`src/rtl/univ_shift_reg_if.sv`:
```
// Bus bundle for univ_shift_reg: control and data inputs plus register/serial
// outputs. The N parameter here must match the N of the attached register.
//
// Handshake: there is no valid/ready pair. start is a request sampled on a
// rising edge only while busy is low; a start seen while busy is high is
// dropped. busy rises on the edge that accepts start and falls on the edge
// that raises done. done is a one-cycle pulse. en qualifies every shift.
interface univ_shift_reg_if #(
  parameter int N = 12
);
  logic         en;
  logic [2:0]   mode;
  logic [N-1:0] di;
  logic         si;
  logic         start;
  logic         dir;
  logic [N-1:0] q;
  logic         so;
  logic         busy;
  logic         done;

  modport master (
    output en, mode, di, si, start, dir,
    input  q, so, busy, done
  );

  modport slave (
    input  en, mode, di, si, start, dir,
    output q, so, busy, done
  );
endinterface

```
`src/rtl/univ_shift_reg.sv`:
```
// Universal N-bit shift register with eight manual modes and an
// auto-serialiser that shifts a loaded word out over N enabled cycles.
module univ_shift_reg #(
  parameter int N = 12,
  localparam int CW = $clog2(N + 1)
) (
  input  logic              clk,
  input  logic              rst_n,
  univ_shift_reg_if.slave   bus,
  output logic              dbg_state_o
);

  typedef enum logic {
    ST_IDLE  = 1'b0,
    ST_SHIFT = 1'b1
  } state_t;

  localparam logic [2:0] M_HOLD  = 3'b000;
  localparam logic [2:0] M_LOAD  = 3'b001;
  localparam logic [2:0] M_SHL   = 3'b010;
  localparam logic [2:0] M_SHR   = 3'b011;
  localparam logic [2:0] M_ROTL  = 3'b100;
  localparam logic [2:0] M_ROTR  = 3'b101;
  localparam logic [2:0] M_ASHR  = 3'b110;
  localparam logic [2:0] M_CLEAR = 3'b111;

  // Counter value on the final auto shift.
  localparam logic [CW-1:0] LAST = CW'(N - 1);

  state_t         state_q;
  logic [N-1:0]   q_q;
  logic [CW-1:0]  cnt_q;
  logic           dir_q;
  logic           busy_q;
  logic           done_q;

  // Single-process FSM: manual ops in IDLE, auto-serialise in SHIFT.
  always_ff @(posedge clk or negedge rst_n) begin
    if (!rst_n) begin
      state_q <= ST_IDLE;
      q_q     <= '0;
      cnt_q   <= '0;
      dir_q   <= 1'b0;
      busy_q  <= 1'b0;
      done_q  <= 1'b0;
    end else begin
      done_q <= 1'b0;
      case (state_q)
        ST_IDLE: begin
          if (bus.start) begin
            // start wins over mode and needs no enable.
            q_q     <= bus.di;
            dir_q   <= bus.dir;
            cnt_q   <= '0;
            busy_q  <= 1'b1;
            state_q <= ST_SHIFT;
          end else if (bus.en) begin
            case (bus.mode)
              M_HOLD:  q_q <= q_q;
              M_LOAD:  q_q <= bus.di;
              M_SHL:   q_q <= {q_q[N-2:0], bus.si};
              M_SHR:   q_q <= {bus.si, q_q[N-1:1]};
              M_ROTL:  q_q <= {q_q[N-2:0], q_q[N-1]};
              M_ROTR:  q_q <= {q_q[0], q_q[N-1:1]};
              M_ASHR:  q_q <= {q_q[N-1], q_q[N-1:1]};
              M_CLEAR: q_q <= '0;
              default: q_q <= q_q;
            endcase
          end
        end
        ST_SHIFT: begin
          // mode and start are ignored here; en = 0 pauses everything.
          if (bus.en) begin
            q_q   <= dir_q ? {bus.si, q_q[N-1:1]} : {q_q[N-2:0], bus.si};
            cnt_q <= cnt_q + CW'(1);
            if (cnt_q == LAST) begin
              state_q <= ST_IDLE;
              busy_q  <= 1'b0;
              done_q  <= 1'b1;
            end
          end
        end
        default: state_q <= ST_IDLE;
      endcase
    end
  end

  // Serial output taps the end that leaves first in the latched direction.
  assign bus.so      = dir_q ? q_q[0] : q_q[N-1];
  assign bus.q       = q_q;
  assign bus.busy    = busy_q;
  assign bus.done    = done_q;
  assign dbg_state_o = state_q;

endmodule
```
`src/flat_wrapper.sv`:
```
// flat-port wrapper written by rule: the top's interface ports become plain ports
module univ_shift_reg_flat 
#(
  parameter int N = 12,
  localparam int CW = $clog2(N + 1)
)
  (clk, rst_n, dbg_state_o, bus_en, bus_mode, bus_di, bus_si, bus_start, bus_dir, bus_q, bus_so, bus_busy, bus_done);
  univ_shift_reg_if #(.N(N)) bus_i ();
  input  logic clk;
  input  logic rst_n;
  output logic dbg_state_o;
  input wire logic [$bits(bus_i.en)-1:0] bus_en;
  input wire logic [$bits(bus_i.mode)-1:0] bus_mode;
  input wire logic [$bits(bus_i.di)-1:0] bus_di;
  input wire logic [$bits(bus_i.si)-1:0] bus_si;
  input wire logic [$bits(bus_i.start)-1:0] bus_start;
  input wire logic [$bits(bus_i.dir)-1:0] bus_dir;
  output wire logic [$bits(bus_i.q)-1:0] bus_q;
  output wire logic [$bits(bus_i.so)-1:0] bus_so;
  output wire logic [$bits(bus_i.busy)-1:0] bus_busy;
  output wire logic [$bits(bus_i.done)-1:0] bus_done;
  assign bus_i.en = bus_en;
  assign bus_i.mode = bus_mode;
  assign bus_i.di = bus_di;
  assign bus_i.si = bus_si;
  assign bus_i.start = bus_start;
  assign bus_i.dir = bus_dir;
  assign bus_q = bus_i.q;
  assign bus_so = bus_i.so;
  assign bus_busy = bus_i.busy;
  assign bus_done = bus_i.done;
  univ_shift_reg #(.N(N)) u_core (.clk(clk), .rst_n(rst_n), .bus(bus_i), .dbg_state_o(dbg_state_o));
endmodule
```
`config.mk`:
```
export PLATFORM = sky130hd
export DESIGN_NAME = univ_shift_reg_flat
export DESIGN_NICKNAME = d
export VERILOG_FILES = /design/src/rtl/univ_shift_reg_if.sv /design/src/rtl/univ_shift_reg.sv /design/src/flat_wrapper.sv
export SDC_FILE = /design/constraint.sdc
export NUM_CORES = 1
export LEC_CHECK = 0
export ABC_CLOCK_PERIOD_IN_PS = 1300
export CAP_MARGIN = 20
export CORE_ASPECT_RATIO = 1.5
export CORE_MARGIN = 3
export CORE_UTILIZATION = 40
export DETAILED_ROUTE_END_ITERATION = 12
export DONT_BUFFER_PORTS = 1
export MAX_ROUTING_LAYER = met4
export SKIP_LAST_GASP = 1
export SYNTH_ARGS = -nofsm -noshare
export SYNTH_HDL_FRONTEND = slang
export SYNTH_SLANG_ARGS = --single-unit
```
`constraint.sdc`:
```
create_clock -name clk -period 1.3 [get_ports clk]
set_input_delay 0.13 -clock clk [delete_from_list [all_inputs] [get_ports clk]]
set_output_delay 0.13 -clock clk [all_outputs]
set_load 0.02 [all_outputs]
```
==> metrics.md <==
| Metric | Value |
|---|---|
| Status | `complete, but fails checks` |
| Failing checks | `negative setup slack` |
| Setup crit start | `u_core.bus.q[11]$_DFFE_PN0P_` |
| Max-Cap Viols | `0` |
| Routed Antenna Nets | `0` |
| Clk_lat worst skew | `0.26 ns` |
| Largest family of logic cells by synthesized area | `compound AO/OA/AOI/OAI gates` |
| CP Launch Type | `register` |
| Share of cells above drive strength 1 | `0.521` |
| Design area | `2090 um^2` |
| Initial DRC count | `50` |
| Yosys reg bits | `20` |
| Final net count | `217` |
| Worst path slowest cell | `dfrtp_2` |
| Overall power | `4.60 mW` |
| RSZ-0062 raised after global routing | `true` |
| Overall Global Routing Usage | `0.198` |
| Post-synthesis mux area share | `0.177` |
| WL/cell | `19.1 um` |
| Post-Route WL | `4540 um` |
| Mapped Avg Cell Area | `9.50 um^2` |
| Setup WS post-layout | `-0.0802 ns` |
| Die Wd | `56.8 um` |
| DRC violations left | `0` |
| Met1 WL | `1790 um` |
| Actual slew at the worst max-slew pin | `0.941 ns` |
| Cell Area, Synth | `1550 um^2` |
| Root Buffer | `clkbuf_8` |
| Complex-gate fraction of the synthesized area | `0.252` |
| Max layer used | `met4` |
| First-pass GRT wire length | `7140 um` |
| Final Skew | `0.00264 ns` |
| Fin crit period | `1.38 ns` |
| N_diodes | `0` |
| Cell repeated most along the worst path | `buf_6` |
| Post-synth EDFFs | `0` |
| Leak | `0.843 nW` |
| Port buffer count | `0` |
| Via/cell ratio | `6.11` |
| WL met2 | `2460 um` |
| Synth-to-Final Area Change | `35.1%` |
| Num rows | `27` |
| Count of different cell masters after synthesis | `35` |
| Peak Freq | `0.725 GHz` |
| CP endpoint | `bus_so` |
| CTS Buf Count | `3` |
| Post-Route Utilization | `0.568` |
| Flop-to-flop setup slack | `-0.02 ns` |
| Met3 wire length | `241 um` |
| Simple-Gate Fraction of Synth Area | `0.138` |
| Crit path largest cell delay | `0.43 ns` |
| Peak supply drop | `1.01 mV` |
| Worst hold path type | `in -> reg` |
| Vias after detailed routing | `1448` |
| Clk sinks | `20` |
| Final Max Slew Viols | `0` |
| Top cells by count, synth | `23 x mux2_2, 20 x dfrtp_1, 17 x nand2_1, 17 x nor2_1, 9 x o21a_1` |
| Seq/Total Area, Yosys | `0.323` |
| Setup violators final | `8` |
| Dominant cell type by area after synthesis | `dfrtp_1` |
| CTS tree | `done` |
| Nature of the critical path endpoint | `output pin` |
| Initial antenna violation count | `0` |
| Synth Net Count | `185` |
| Gr ovfl total | `0` |
| Finished Layout Cells | `237` |
| Die area | `4670 um^2` |
| Setup TNS | `-0.126 ns` |
| Core Region | `3680 um^2` |
| Power density cells | `2200 nW/um^2` |
| Adder-Cell Fraction of Synth Area | `0.00808` |
| # fillers | `319` |
| Arr. time, crit path | `1.25 ns` |
| Crit path max fanout | `3` |
| WHS | `0.0376 ns` |
| H-tree levels | `1` |
| Final Cycle Share | `1.06` |
| Largest net degree at the start of global routing | `21` |
| Inst Count DP | `219` |
| Post-Syn Instances | `163` |
| Share of the synthesized area in the top cell type | `0.323` |
| Die Y | `82.2 um` |
| Cell depth of the worst flop-to-flop path | `5` |
| Syn. warnings | `0` |
| CTS Buffer Depth | `2` |
| Vias in the first global route | `1480` |
| Most common cell in the synthesized netlist | `mux2_2` |
| Synth top area cells | `dfrtp_1 32%, mux2_2 17%, a221oi_1 4.5%, o311ai_1 4.5%, o21a_1 4.4%` |
| Relative slew margins | `0.371` |
| Critical path class | `reg -> out` |
| GPL Wtd Cong | `0.825` |
| Clk slew on worst S/H paths | `0.08 ns` |
| Initial Util | `0.420` |
| Place WS | `-0.130 ns` |
| Worst path cell trace | `buf_6 -> buf_6 -> mux2_4` |
| DP HPWL | `2950 um` |
| Final Hold Vio Count | `0` |
| Ys flop type | `dfrtp_1` |
| Reg-to-reg startpoint | `u_core.dbg_state_o$_DFF_PN0_` |
| Critical Path RT | `1.17 ns` |
| Num ports | `37` |
| DRT Pass-1 Iters | `4` |
| Crit Reg-Reg Endpoint | `u_core.bus.q[6]$_DFFE_PN0P_` |
| Post-DP Area | `1750 um^2` |
| Synth Area in XOR/XNOR | `0.0283` |
| Async set-reset flop share out of synthesis | `1.00` |
[registers in the layout, summed over array words and instances, names as in the netlist]
signal,count
u_core.cnt_q,4
u_core.dir_q,1
u_core.dbg_state_o,1
u_core.bus.q,12
u_core.bus.done,1
u_core.bus.busy,1
[layer usage]
layer / GRT usage / vias up
li1: - / 678
met3: 0.0373 / 5
met5: - / -
met4: 0.0557 / 0
met2: 0.361 / 37
met1: 0.222 / 728
[cell type report]
class,instances,area (um^2),share of cell area
multi-input combinational,128,1150,0.548
sequential,20,512,0.245
timing repair buffer,39,313,0.150
clock buffer,4,55.1,0.0263
tap,43,53.8,0.0257
inverter,3,11.3,0.00539
[report_power, final]
part           switching, mW  internal [mW]
Clock                  0.220          0.270
Sequential             0.350          0.929
Combinational           1.30           1.53
[critical path: cells and delay by family, from the launching register on]
kind                   cells  cell delay, ns
multiplexers               1            0.31
buffers and inverters      2            0.24
flip-flops                 1            0.43
[repair_timing]
item	CTS	global route
hold endpoints to repair	21	0
hold buffers	2	0
resized for setup	19	16
buffers inserted	4	5
cloned	2	1
endpoints found under the setup margin	12	17
pin swaps	6	10
[cells by family after synthesis]
family / Yosys count
buffers and inverters: 18
and+or+nand+nor: 47
AOI/OAI and AO/OA: 48
adders and majority gates: 1
DFF: 20
xor gates and xnor gates: 5
muxes: 24
[placed cells by master, fill, tap and decap left out, types with 2 or more instances in the layout]
cell type / netlist / layout
nand2_2: 1 / 2
a221oi_2: 2 / 8
and3b_1: 2 / 2
a31oi_1: 3 / 3
a22o_1: 3 / 3
a221oi_4: 0 / 2
nand2b_1: 3 / 2
o21a_1: 9 / 9
buf_6: 4 / 4
o21ai_0: 2 / 2
clkbuf_8: 0 / 4
dfrtp_1: 20 / 11
mux2_4: 1 / 6
mux2_2: 23 / 18
o311ai_2: 0 / 4
o311ai_1: 8 / 5
nor2_1: 17 / 17
xnor2_1: 4 / 4
buf_4: 2 / 33
dfrtp_2: 0 / 9
dlygate4sd3_1: 0 / 2
nand2_1: 17 / 16
nand2b_4: 0 / 3
inv_1: 3 / 3
a21oi_1: 5 / 5
[worst min path at each step]
stage                  from                           to  slack (ns)  depth (start not counted)
finish              bus_dir     u_core.dir_q$_DFFE_PN0P_        0.04                          1
global route        bus_dir     u_core.dir_q$_DFFE_PN0P_        0.03                          1
CTS                 bus_dir     u_core.dir_q$_DFFE_PN0P_        0.04                          1
detailed placement    rst_n  u_core.bus.q[1]$_DFFE_PN0P_       -0.16                          0
global placement      rst_n  u_core.bus.q[2]$_DFFE_PN0P_       -0.16                          0
floorplan             rst_n  u_core.bus.busy$_DFFE_PN0P_       -0.17                          0
Power figures use the tool's default switching activity.
